--- src/rtl/i2s_tdm_clkgen.sv ---
// I2S / left-justified / TDM serial clock generator.
// Everything runs in the clk domain. BCK and LRCK/FSYNC are registered data
// outputs, and one-cycle strobes mark each BCK edge for downstream logic.
// A phase counter divides clk into BCK periods. Bit and slot counters advance
// only on bck_fall. A stop request is honoured only at a frame boundary, so
// frames are never truncated.
module i2s_tdm_clkgen #(
    parameter int BCK_DIV   = 16,  // clk cycles per BCK, even, >= 4
    parameter int SLOT_BITS = 32,  // BCK periods per slot, >= 2
    parameter int NUM_SLOTS = 2,   // slots per frame, >= 2 (even for MODE < 2)
    parameter int MODE      = 0    // 0 = I2S, 1 = left-justified, 2 = TDM pulse
) (
    input  logic                         clk,
    input  logic                         reset_n,
    input  logic                         en,
    output logic                         bck,
    output logic                         lrck,
    output logic                         bck_rise,
    output logic                         bck_fall,
    output logic                         frame_start,
    output logic [$clog2(NUM_SLOTS)-1:0] slot_idx,
    output logic [$clog2(SLOT_BITS)-1:0] bit_idx,
    output logic                         busy
);
    localparam int PW = $clog2(BCK_DIV);
    localparam int SW = $clog2(NUM_SLOTS);
    localparam int BW = $clog2(SLOT_BITS);

    localparam logic [PW-1:0] PH_LAST     = PW'(BCK_DIV - 1);
    localparam logic [PW-1:0] PH_PRE_RISE = PW'(BCK_DIV / 2 - 1);
    localparam logic [BW-1:0] BIT_LAST    = BW'(SLOT_BITS - 1);
    localparam logic [SW-1:0] SLOT_LAST   = SW'(NUM_SLOTS - 1);
    localparam logic [SW-1:0] SLOT_HALF   = SW'(NUM_SLOTS / 2);

    typedef enum logic [1:0] {S_IDLE, S_RUN, S_DRAIN} state_t;

    state_t          r_state, w_state_nx;
    logic [PW-1:0]   r_ph,    w_ph_nx;
    logic [BW-1:0]   r_bit,   w_bit_nx;
    logic [SW-1:0]   r_slot,  w_slot_nx;
    logic            r_bck,   w_bck_nx;
    logic            r_lrck,  w_lrck_nx;
    logic            r_rise,  w_rise_nx;
    logic            r_fall,  w_fall_nx;
    logic            r_fs,    w_fs_nx;
    logic            r_busy,  w_busy_nx;

    logic            w_wrap;       // last clk of the current BCK period
    logic            w_bit_last;
    logic            w_frame_end;  // last clk of the last bit of the frame
    logic [BW-1:0]   w_bit_inc;    // bit position after the next bck_fall
    logic [SW-1:0]   w_slot_inc;   // slot position after the next bck_fall

    // LRCK level to present for the BCK period of bit b, slot s.
    // MODE 0 looks one bit ahead, so the WS edge leads the MSB by one BCK.
    function automatic logic lrck_for(input logic [BW-1:0] b, input logic [SW-1:0] s);
        logic [SW-1:0] s_nx;
        s_nx = s;
        if (b == BIT_LAST)
            s_nx = (s == SLOT_LAST) ? '0 : s + 1'b1;
        if (MODE == 0)
            return s_nx >= SLOT_HALF;
        else if (MODE == 1)
            return s < SLOT_HALF;
        else
            return (b == '0) && (s == '0);
    endfunction

    assign w_wrap      = (r_ph == PH_LAST);
    assign w_bit_last  = (r_bit == BIT_LAST);
    assign w_frame_end = w_wrap && w_bit_last && (r_slot == SLOT_LAST);
    assign w_bit_inc   = w_bit_last ? '0 : r_bit + 1'b1;
    assign w_slot_inc  = !w_bit_last ? r_slot :
                         (r_slot == SLOT_LAST) ? '0 : r_slot + 1'b1;

    // Next state and next output values. A stop is taken only at frame end.
    always_comb begin
        w_state_nx = r_state;
        w_ph_nx    = r_ph;
        w_bit_nx   = r_bit;
        w_slot_nx  = r_slot;
        w_bck_nx   = r_bck;
        w_lrck_nx  = r_lrck;
        w_busy_nx  = r_busy;
        w_rise_nx  = 1'b0;
        w_fall_nx  = 1'b0;
        w_fs_nx    = 1'b0;
        case (r_state)
            S_IDLE: begin
                if (en) begin
                    w_state_nx = S_RUN;
                    w_ph_nx    = '0;
                    w_bit_nx   = '0;
                    w_slot_nx  = '0;
                    w_bck_nx   = 1'b0;
                    w_fall_nx  = 1'b1;
                    w_fs_nx    = 1'b1;
                    w_busy_nx  = 1'b1;
                    w_lrck_nx  = lrck_for('0, '0);
                end
            end
            S_RUN, S_DRAIN: begin
                w_state_nx = en ? S_RUN : S_DRAIN;
                w_ph_nx    = w_wrap ? '0 : r_ph + 1'b1;
                if (r_ph == PH_PRE_RISE) begin
                    w_bck_nx  = 1'b1;
                    w_rise_nx = 1'b1;
                end
                if (w_wrap) begin
                    if (w_frame_end && !en) begin
                        // Frame finished with no run request: go quiet.
                        w_state_nx = S_IDLE;
                        w_bit_nx   = '0;
                        w_slot_nx  = '0;
                        w_bck_nx   = 1'b0;
                        w_lrck_nx  = 1'b0;
                        w_busy_nx  = 1'b0;
                    end else begin
                        w_bck_nx   = 1'b0;
                        w_fall_nx  = 1'b1;
                        w_fs_nx    = w_frame_end;
                        w_bit_nx   = w_bit_inc;
                        w_slot_nx  = w_slot_inc;
                        w_lrck_nx  = lrck_for(w_bit_inc, w_slot_inc);
                    end
                end
            end
            default: w_state_nx = S_IDLE;
        endcase
    end

    // FSM state register.
    always_ff @(posedge clk or negedge reset_n) begin
        if (!reset_n) r_state <= S_IDLE;
        else          r_state <= w_state_nx;
    end

    // Counters and registered outputs. Reset clears them immediately.
    always_ff @(posedge clk or negedge reset_n) begin
        if (!reset_n) begin
            r_ph   <= '0;
            r_bit  <= '0;
            r_slot <= '0;
            r_bck  <= 1'b0;
            r_lrck <= 1'b0;
            r_rise <= 1'b0;
            r_fall <= 1'b0;
            r_fs   <= 1'b0;
            r_busy <= 1'b0;
        end else begin
            r_ph   <= w_ph_nx;
            r_bit  <= w_bit_nx;
            r_slot <= w_slot_nx;
            r_bck  <= w_bck_nx;
            r_lrck <= w_lrck_nx;
            r_rise <= w_rise_nx;
            r_fall <= w_fall_nx;
            r_fs   <= w_fs_nx;
            r_busy <= w_busy_nx;
        end
    end

    assign bck         = r_bck;
    assign lrck        = r_lrck;
    assign bck_rise    = r_rise;
    assign bck_fall    = r_fall;
    assign frame_start = r_fs;
    assign slot_idx    = r_slot;
    assign bit_idx     = r_bit;
    assign busy        = r_busy;

endmodule

--- config.mk ---
export PLATFORM = sky130hd
export DESIGN_NAME = i2s_tdm_clkgen
export DESIGN_NICKNAME = d
export VERILOG_FILES = /design/src/rtl/i2s_tdm_clkgen.sv
export SDC_FILE = /design/constraint.sdc
export NUM_CORES = 1
export LEC_CHECK = 0
export CAP_MARGIN = 10
export CORE_AREA = 2 2 50 47
export DETAILED_ROUTE_END_ITERATION = 8
export DIE_AREA = 0 0 52 49
export GPL_ROUTABILITY_DRIVEN = 0
export MAX_ROUTING_LAYER = met4
export PLACE_DENSITY = 0.78
export SYNTH_ARGS = -nofsm -noshare
export SYNTH_HDL_FRONTEND = slang
export SYNTH_SLANG_ARGS = --single-unit
export TNS_END_PERCENT = 50
--- constraint.sdc ---
create_clock -name clk -period 7.1 [get_ports clk]
set_clock_uncertainty 0.2 [all_clocks]
set_input_delay 1.42 -clock clk [delete_from_list [all_inputs] [get_ports clk]]
set_output_delay 1.42 -clock clk [all_outputs]
set_load 0.01 [all_outputs]
==> results of run 1 <==
[kinds of logic (layout without fill, tap and decap cells)]
logic type | after synthesis | after routing | share of synthesized area
adders and majority gates | 6 | 6 | 0.0767
and+or+nand+nor | 40 | 40 | 0.216
DFF | 18 | 18 | 0.460
buffers and inverters | 8 | 22 | 0.0358
AOI/OAI and AO/OA | 30 | 30 | 0.211
[power by group through the flow]
stage	Sequential, mW	Combinational, mW	Clock [mW]
after detailed placement	0.141	0.156	0
after floorplan	0.141	0.117	0
after CTS	0.139	0.158	0.0516
after global placement	0.139	0.150	0
after global routing	0.141	0.180	0.0556
final	0.139	0.157	0.0519
[cell usage after synthesis, drive strengths merged]
| cell | number | area share |
|---|---|---|
| a21o | 1 | 0.0077 |
| nand4b | 1 | 0.0090 |
| o21a | 1 | 0.0077 |
| nand2 | 13 | 0.050 |
| a22o | 2 | 0.018 |
| dfrtp | 18 | 0.46 |
| nor4 | 1 | 0.0064 |
| buf | 2 | 0.013 |
| or4 | 1 | 0.0077 |
| or2 | 1 | 0.0064 |
| a21oi | 3 | 0.015 |
| o31ai | 3 | 0.023 |
| a211oi | 1 | 0.0077 |
| nand3 | 6 | 0.031 |
| nand2b | 4 | 0.026 |
| and3 | 2 | 0.014 |
| and4b | 1 | 0.010 |
| inv | 5 | 0.019 |
| nor3 | 2 | 0.010 |
| ha | 6 | 0.077 |
| nor2 | 3 | 0.012 |
| clkbuf | 1 | 0.0038 |
| a32o | 2 | 0.020 |
| a21bo | 1 | 0.010 |
| a21boi | 1 | 0.0077 |
| a211o | 2 | 0.018 |
| a41oi | 1 | 0.0090 |
| o21ai | 10 | 0.051 |
| nand3b | 2 | 0.015 |
| o211ai | 2 | 0.015 |
| nor2b | 3 | 0.019 |
[stage by stage]
stage | worst slack, ns | utilization | power (mW)
CTS | 4.08 | 0.562 | 0.348
detailed placement | 3.74 | 0.551 | 0.297
global placement | 3.84 | 0.551 | 0.289
finish | 4.06 | 0.562 | 0.348
global route | 3.93 | 0.562 | 0.377
floorplan | 4.60 | - | 0.258
[worst paths after layout]
check | from | endpoint | depth (start not counted)
worst max-delay path | en | bit_idx[2]$_DFFE_PN0P_ | 5
min in group asynchronous | reset_n | bit_idx[0]$_DFFE_PN0P_ | 1
max in group asynchronous | reset_n | bit_idx[4]$_DFFE_PN0P_ | 1
worst min-delay path | lrck$_DFFE_PN0P_ | lrck$_DFFE_PN0P_ | 1
worst min register to register | lrck$_DFFE_PN0P_ | lrck$_DFFE_PN0P_ | 1
worst max register to register | bit_idx[0]$_DFFE_PN0P_ | lrck$_DFFE_PN0P_ | 7
[metal layers]
layer,wire length (um),vias up
met2,977,15
met4,23,0
met5,0,-
met3,75,4
li1,-,403
met1,909,400
[placed cells by master (no fill, tap or decap)]
master,n
nand2_1,13
and3_2,1
clkbuf_4,3
a32o_1,2
nor2b_1,3
a21bo_2,1
clkdlybuf4s50_1,14
a21boi_0,1
nand3_1,6
dfrtp_1,18
nand4b_1,1
and4b_1,1
a21o_1,1
ha_1,6
nor4_1,1
o21a_1,1
a41oi_1,1
a22o_1,2
a211oi_1,1
nor3_1,2
or4_1,1
o31ai_1,3
nand3b_1,2
a21oi_1,3
a211o_1,2
and3_1,1
o211ai_1,2
nand2b_1,4
inv_1,5
o21ai_0,10
or2_0,1
nor2_1,3
[area by class of cell]
cell class | instances | area [um^2] | share of cell area
Sequential cell | 18 | 450 | 0.389
Tap cell | 27 | 33.8 | 0.0292
Inverter | 5 | 18.8 | 0.0162
Timing Repair Buffer | 14 | 140 | 0.121
Clock buffer | 3 | 22.5 | 0.0194
Multi-Input combinational cell | 76 | 493 | 0.425
[registers in the layout, indices dropped and copies added (netlist names)]
signal	cells
bit_idx	5
r_ph	4
r_state	2
bck	1
bck_fall	1
bck_rise	1
busy	1
frame_start	1
lrck	1
slot_idx	1
==> impl_metrics.csv, run 1 <==
group,metric,value,unit
status,status,"completed",
logic_synthesis,syn_nets,111,
route,drt_pass1_iterations,4,
route,drcViolationCount,0,
die,die_height,49,um
cells_and_area,stdcell_count,143,
clocking,cts_made_buffers,3,
critical_path,cp.required,7.10,ns
power,irDropWorstVdd,0.000289,V
power,pwr-share-seq,0.399,
clocking,cts_max_level,1,
route,drtAntennaViolNets,0,
placement,dpl_cell_area,1140,um^2
critical_path,slowest_stage,"clkdlybuf4s50_1",
cells_and_area,fillers,171,
cells_and_area,antenna_cells,0,
critical_path,worstPathBufferInverterCount,1,
sta,fmax,0.329,GHz
cells_and_area,layout.nets,127,
route,vias_per_cell,5.75,
clocking,root_buffer,"clkbuf_4",
power,p_comb_frac,0.452,
route,wl_per_cell,13.9,um
die,core,2060,um^2
route,vias,822,
critical_path,start_kind,"input port",
global_route,antenna_found_initial,0,
global_route,first_global_vias,785,
critical_path,max_stage_delay,0.51,ns
power,powerDensity,300,nW/um^2
global_route,grtUsageMet3,0.0307,
sta,final_max_slew_viol_count,0,
clocking,cts_resized,0,
clocking,clk_pin_slew,0.10,ns
die,start_util,0.475,
sta,fin_hold_ws,0.304,ns
sta,setup_tns,0,ns
cells_and_area,drive_gt1_frac,0.0431,
die,io_pins,15,
sta,maxSlewHeadroom,0.472,
placement,place_inst,140,
clocking,cts_setup_buffers,0,
critical_path,worstPathArrival,3.04,ns
sta,post-route-period-util,0.429,
power,switching_share,0.423,
sta,finalSetupViolCount,0,
global_route,grt_start_max_net_pins,19,
route,wl,1990,um
logic_synthesis,synth_warnings,0,
clocking,cts.path.max_buffers,2,
critical_path,rrSetupSlack,4.71,ns
power,internal-power,0.201,mW
die,fp-row-count,16,
flow_run,maxCapViolCount,0,
logic_synthesis,syn_avg_cell_area,9.59,um^2
sta,worst_slew_pin_slew,0.790,ns
clocking,cts_hold_buf,0,
global_route,gr-total-overflow,0,
cells_and_area,syn2layout_area_growth,18.4,%
sta,period_minus_slack,3.04,ns
sta,hold_violations,0,
placement,dp_hpwl,1390,um
die,fp.dieArea,2550,um^2
clocking,worstSkewPairLatency,0.30,ns
critical_path,worstSetupPathType,"in -> reg",
die,fp.dieW,52,um
global_route,use_met2,0.287,
global_route,grt_pass1_wl,3430,um
logic_synthesis,syn_area,978,um^2
cells_and_area,stdcell_area,1160,um^2
logic_synthesis,ys_types,33,
power,p_sw,0.147,mW
route,drt_iter0_drc,22,
logic_synthesis,synth-seq-cells,18,
critical_path,critPathMaxFanout,11,
clocking,cts_sinks,18,
critical_path,crit_path_end_kind,"flop",
critical_path,cpLargestDelayFamily,"compound AO/OA/AOI/OAI gates",
sta,rsz0062_at_grt,"no",
clocking,cts_tree,"done",
power,power_frac_clock,0.149,
placement,portBuffers,14,
power,p_leak,0.524,nW
critical_path,path_cells,"clkdlybuf4s50_1, nor2b_1, a211o_1, o21ai_0, a32o_1",
logic_synthesis,ys_seq_area_frac,0.460,
global_route,grt_use_met1,0.232,
global_route,grt_use_total,0.184,
logic_synthesis,synth_cells,102,
global_route,grt.busiest_layer,"met2",
hold_path,hp-class,"reg -> reg",
Power figures use the tool's default switching activity.
==> run 2: changes to the inputs <==
--- a/config.mk
+++ b/config.mk
@@ -6,12 +6,12 @@
 export NUM_CORES = 1
 export LEC_CHECK = 0
 export CAP_MARGIN = 10
-export CORE_AREA = 2 2 50 47
+export CORE_AREA = 2 2 52 49
 export DETAILED_ROUTE_END_ITERATION = 8
-export DIE_AREA = 0 0 52 49
+export DIE_AREA = 0 0 54 51
 export GPL_ROUTABILITY_DRIVEN = 0
 export MAX_ROUTING_LAYER = met4
-export PLACE_DENSITY = 0.78
+export PLACE_DENSITY = 0.75
 export SYNTH_ARGS = -nofsm -noshare
 export SYNTH_HDL_FRONTEND = slang
 export SYNTH_SLANG_ARGS = --single-unit
==> constraint.sdc (replaced) <==
create_clock -name clk -period 2.5 [get_ports clk]
set_clock_uncertainty 0.2 [all_clocks]
set_input_delay 0.5 -clock clk [delete_from_list [all_inputs] [get_ports clk]]
set_output_delay 0.5 -clock clk [all_outputs]
set_load 0.01 [all_outputs]
==> impl_metrics.csv, run 2 (synthesis gave the netlist of run 1 again) <==
group,metric,value,unit
status,status,"completed",
sta,finalSetupViolCount,0,
hold_path,min_delay_path_depth,1,
die,fp.dieArea,2750,um^2
clocking,worstSkewPairLatency,0.30,ns
route,drcViolationCount,0,
critical_path,worstPathArrival,2.37,ns
global_route,gr-total-overflow,0,
critical_path,slowest_stage,"dfrtp_2",
route,wl_per_cell,14.5,um
placement,portBuffers,14,
clocking,cts_tree,"done",
route,drtAntennaViolNets,0,
critical_path,cp.required,2.50,ns
route,dr_wl_met3,86,um
sta,post-route-period-util,0.950,
die,die_height,51,um
cells_and_area,drive_gt1_frac,0.114,
route,vias_per_cell,5.62,
global_route,first_global_vias,757,
power,powerDensity,871,nW/um^2
clocking,clk_pin_slew,0.11,ns
cells_and_area,layout_commonest_cell,"dfrtp_1",
hold_path,hold_start,"bck$_DFFE_PN0P_",
critical_path,path_cells,"ha_2, and3_2, ha_1, nand2_1, a211oi_1, or4_1, a32o_1",
route,wl_met2,1060,um
sta,fmax,0.421,GHz
hold_path,worstHoldEndpoint,"bck$_DFFE_PN0P_",
critical_path,timing.rr.start,"bit_idx[0]$_DFFE_PN0P_",
clocking,cts.path.max_buffers,2,
critical_path,worstRegToRegCells,7,
critical_path,start_kind,"flop",
route,top_layer_used,"met4",
global_route,antenna_found_initial,0,
die,start_util,0.426,
cells_and_area,fin_util,0.532,
cells_and_area,syn2layout_area_growth,24.9,%
sta,rsz0062_at_grt,"no",
clocking,cts_sinks,18,
clocking,root_buffer,"clkbuf_4",
die,fp.dieW,54,um
route,drt_pass1_iterations,4,
route,vias,849,
global_route,grt_start_max_net_pins,19,
placement,dp_hpwl,1520,um
sta,period_minus_slack,2.37,ns
sta,hold_violations,0,
flow_run,maxCapViolCount,0,
cells_and_area,layout.nets,133,
sta,final_max_slew_viol_count,0,
hold_path,hp-class,"reg -> reg",
die,core,2300,um^2
die,fp-row-count,17,
power,irDropWorstVdd,0.000519,V
critical_path,critPathMaxFanout,7,
route,wl_met1,1030,um
clocking,cts_max_level,1,
sta,setup_tns,0,ns
sta,maxSlewHeadroom,0.773,
cells_and_area,antenna_cells,0,
route,drt_iter0_drc,9,
power,p_leak,0.557,nW
cells_and_area,fillers,219,
critical_path,crit_path_end_kind,"flop",
critical_path,rrSetupSlack,0.13,ns
critical_path,worstSetupPathType,"reg -> reg",
clocking,cts_made_buffers,3,
cells_and_area,largest_reg_flops,5,
global_route,grt_pass1_wl,3550,um
die,io_pins,15,
cells_and_area,layout_common_cells,"dfrtp_1 (17), clkdlybuf4s50_1 (14), nand2_1 (13)",
critical_path,timing.rr.end,"lrck$_DFFE_PN0P_",
sta,worst_slew_pin_slew,0.341,ns
critical_path,max_stage_delay,0.47,ns
route,wl,2200,um
global_route,grt_use_total,0.180,
## run 2: changes by cell type in the layout (fill, tap and decap cells not counted)
cell and delta:
buf_4 +6, clkbuf_8 +1, dfrtp_1 -1, dfrtp_2 +1, ha_1 -1, ha_2 +1
## run 2: cell type report
type                    instances  area, um^2  share of cell area
well taps                      28        35.0              0.0287
flip-flops and latches         18         452               0.369
repair buffers                 20         185               0.151
inverters                       5        18.8              0.0154
multi-input cells              76         495               0.405
clock buffers                   4        36.3              0.0297
## run 2: worst max-delay path by stage
| stage | start | slack [ns] | end | cells past startpoint |
|---|---|---|---|---|
| 2_1_floorplan | bit_idx[0]$_DFFE_PN0P_ | 0.18 | lrck$_DFFE_PN0P_ | 7 |
| 3_3_place_gp | bit_idx[0]$_DFFE_PN0P_ | 0.20 | lrck$_DFFE_PN0P_ | 7 |
| 3_5_place_dp | bit_idx[0]$_DFFE_PN0P_ | 0.11 | lrck$_DFFE_PN0P_ | 7 |
| 4_1_cts | bit_idx[0]$_DFFE_PN0P_ | 0.08 | bit_idx[3]$_DFFE_PN0P_ | 7 |
| 5_1_grt | bit_idx[0]$_DFFE_PN0P_ | 0.03 | lrck$_DFFE_PN0P_ | 7 |
| 6_report | bit_idx[0]$_DFFE_PN0P_ | 0.13 | lrck$_DFFE_PN0P_ | 7 |
## run 2: timing repair
action	CTS	global route
hold buffers	0	0
buffers inserted	0	1
gates resized for setup	0	2
endpoints found under the setup margin	0	3
## run 2: per-stage QoR
step           instances  total power, mW  hold WS, ns  setup WS [ns]  cell area, um^2
2_1_floorplan        102            0.732      0.00441          0.182              978
3_3_place_gp         146            0.859        0.283          0.197             1170
3_5_place_dp         146            0.884        0.288          0.111             1170
4_1_cts              150             1.07        0.317         0.0770             1210
5_1_grt              151             1.15        0.325         0.0326             1220
6_report             151             1.06        0.306          0.126             1220
## run 2: power by group
group	total, mW	switching (mW)	internal [mW]
clock network	0.185	0.0957	0.0888
registers	0.397	0.0505	0.347
logic	0.483	0.287	0.196
total	1.06	0.434	0.631
## run 2: layer usage
layer | vias up | GRT usage
met5 | - | -
met4 | 0 | 0.0375
met3 | 5 | 0.0556
met2 | 17 | 0.283
met1 | 411 | 0.229
li1 | 416 | -
## run 2: worst max-delay path, delay by kind of cell, from the launching register on
family / cells / cell delay, ns
simple gates: 3 / 0.78
compound gates: 2 / 0.32
flops: 1 / 0.47
fa+ha+maj: 2 / 0.51
==> run 3: changes to the inputs <==
--- a/config.mk
+++ b/config.mk
@@ -11,7 +11,7 @@
 export DIE_AREA = 0 0 54 51
 export GPL_ROUTABILITY_DRIVEN = 0
 export MAX_ROUTING_LAYER = met4
-export PLACE_DENSITY = 0.75
+export PLACE_DENSITY_LB_ADDON = 0.08
 export SYNTH_ARGS = -nofsm -noshare
 export SYNTH_HDL_FRONTEND = slang
 export SYNTH_SLANG_ARGS = --single-unit
==> impl_metrics.csv, run 3 (synthesis gave the netlist of run 1 again) <==
group,metric,value,unit
cells_and_area,drive_gt1_frac,0.112,
critical_path,crit_path_end_kind,"flop",
critical_path,timing.rr.start,"bit_idx[0]$_DFFE_PN0P_",
clocking,worstSkewPairLatency,0.29,ns
critical_path,path_cells,"ha_1, and3_2, ha_1, nand2_1, a211oi_1, or4_1, a32o_1",
hold_path,hold_start,"bck$_DFFE_PN0P_",
critical_path,worstSetupPathType,"reg -> reg",
power,irDropWorstVdd,0.000445,V
die,io_pins,15,
clocking,cts_made_buffers,3,
die,die_height,51,um
critical_path,cp.required,2.49,ns
clocking,root_buffer,"clkbuf_4",
route,drtAntennaViolNets,0,
cells_and_area,largest_reg_flops,5,
power,p_leak,0.572,nW
sta,worst_slew_pin_slew,0.391,ns
die,fp-row-count,17,
cells_and_area,antenna_cells,0,
sta,finalSetupViolCount,0,
critical_path,cp_common_cell,"ha_1",
status,status,"completed",
placement,portBuffers,14,
critical_path,slowest_stage,"or4_1",
sta,rsz0062_at_grt,"no",
route,vias_per_cell,5.52,
placement,dp_hpwl,1530,um
global_route,grt_pass1_wl,3800,um
cells_and_area,layout_commonest_cell,"dfrtp_1",
route,drcViolationCount,0,
die,fp.dieArea,2750,um^2
global_route,gr-total-overflow,0,
die,core,2300,um^2
cells_and_area,layout.nets,135,
global_route,antenna_found_initial,0,
critical_path,start_kind,"flop",
clocking,cts.path.max_buffers,2,
clocking,cts_hold_buf,0,
flow_run,maxCapViolCount,0,
power,powerDensity,888,nW/um^2
global_route,grt_start_max_net_pins,19,
critical_path,startpoint,"bit_idx[0]$_DFFE_PN0P_",
sta,final_max_slew_viol_count,0,
route,wl,2110,um
sta,period_minus_slack,2.31,ns
cells_and_area,stdcell_count,153,
cells_and_area,fillers,209,
global_route,grt_use_total,0.188,
critical_path,critPathMaxFanout,4,
global_route,first_global_vias,847,
cells_and_area,syn2layout_area_growth,26.1,%
critical_path,worstPathArrival,2.30,ns
sta,hold_violations,0,
clocking,cts_tree,"done",
sta,post-route-period-util,0.925,
cells_and_area,layout_common_cells,"dfrtp_1 (18), clkdlybuf4s50_1 (14), nand2_1 (13)",
critical_path,cpLargestDelayFamily,"simple AND/OR/NAND/NOR gates",
route,vias,844,
clocking,clk_pin_slew,0.11,ns
die,start_util,0.426,
route,wl_per_cell,13.8,um
route,drt_iter0_drc,22,
hold_path,hp-class,"reg -> reg",
clocking,cts_setup_buffers,0,
placement,place_inst,149,
sta,fmax,0.432,GHz
route,drt_pass1_iterations,4,
critical_path,max_stage_delay,0.46,ns
cells_and_area,seqCellArea,450,um^2
clocking,cts_sinks,18,
clocking,cts_resized,0,
critical_path,worstPathBufferInverterCount,0,
sta,setup_tns,0,ns
die,fp.dieW,54,um
clocking,cts_max_level,1,
cells_and_area,multi_input_area,493,um^2
sta,maxSlewHeadroom,0.738,
run 3: metal layers:
| metal | wire [um] | track usage | up-vias |
|---|---|---|---|
| li1 | - | - | 417 |
| met1 | 1080 | 0.260 | 410 |
| met2 | 958 | 0.283 | 15 |
| met3 | 59 | 0.0292 | 2 |
| met4 | 14 | 0.0583 | 0 |
| met5 | 0 | - | - |
run 3: power breakdown:
| group | internal, mW | switching [mW] |
|---|---|---|
| combinational | 0.224 | 0.303 |
| sequential | 0.345 | 0.0395 |
| clock | 0.0886 | 0.0955 |
run 3: path summary, 6_finish.rpt:
path,to,slack (ns),cells after the start
hold reg to reg,bck$_DFFE_PN0P_,0.30,1
setup reg to reg,lrck$_DFFE_PN0P_,0.19,7
max in group asynchronous,bit_idx[1]$_DFFE_PN0P_,1.58,2
setup / recovery,lrck$_DFFE_PN0P_,0.19,7
hold / removal,bck$_DFFE_PN0P_,0.30,1
min in group asynchronous,r_ph[1]$_DFFE_PN0P_,0.32,2
run 3: stage by stage:
stage	power, mW	setup slack [ns]	utilization	hold WS [ns]	cell area, um^2
floorplan	0.732	0.182	-	0.00441	978
global placement	0.911	0.260	0.521	0.277	1200
detailed placement	0.911	0.213	0.521	0.280	1200
CTS	1.10	0.196	0.537	0.307	1230
global route	1.19	0.0832	0.537	0.347	1230
finish	1.10	0.187	0.537	0.304	1230
run 3: area by class of cell:
class | instances | area share
Inverter | 5 | 0.0152
Multi-Input combinational cell | 76 | 0.400
Tap cell | 28 | 0.0284
Timing Repair Buffer | 22 | 0.162
Clock buffer | 4 | 0.0294
Sequential cell | 18 | 0.365
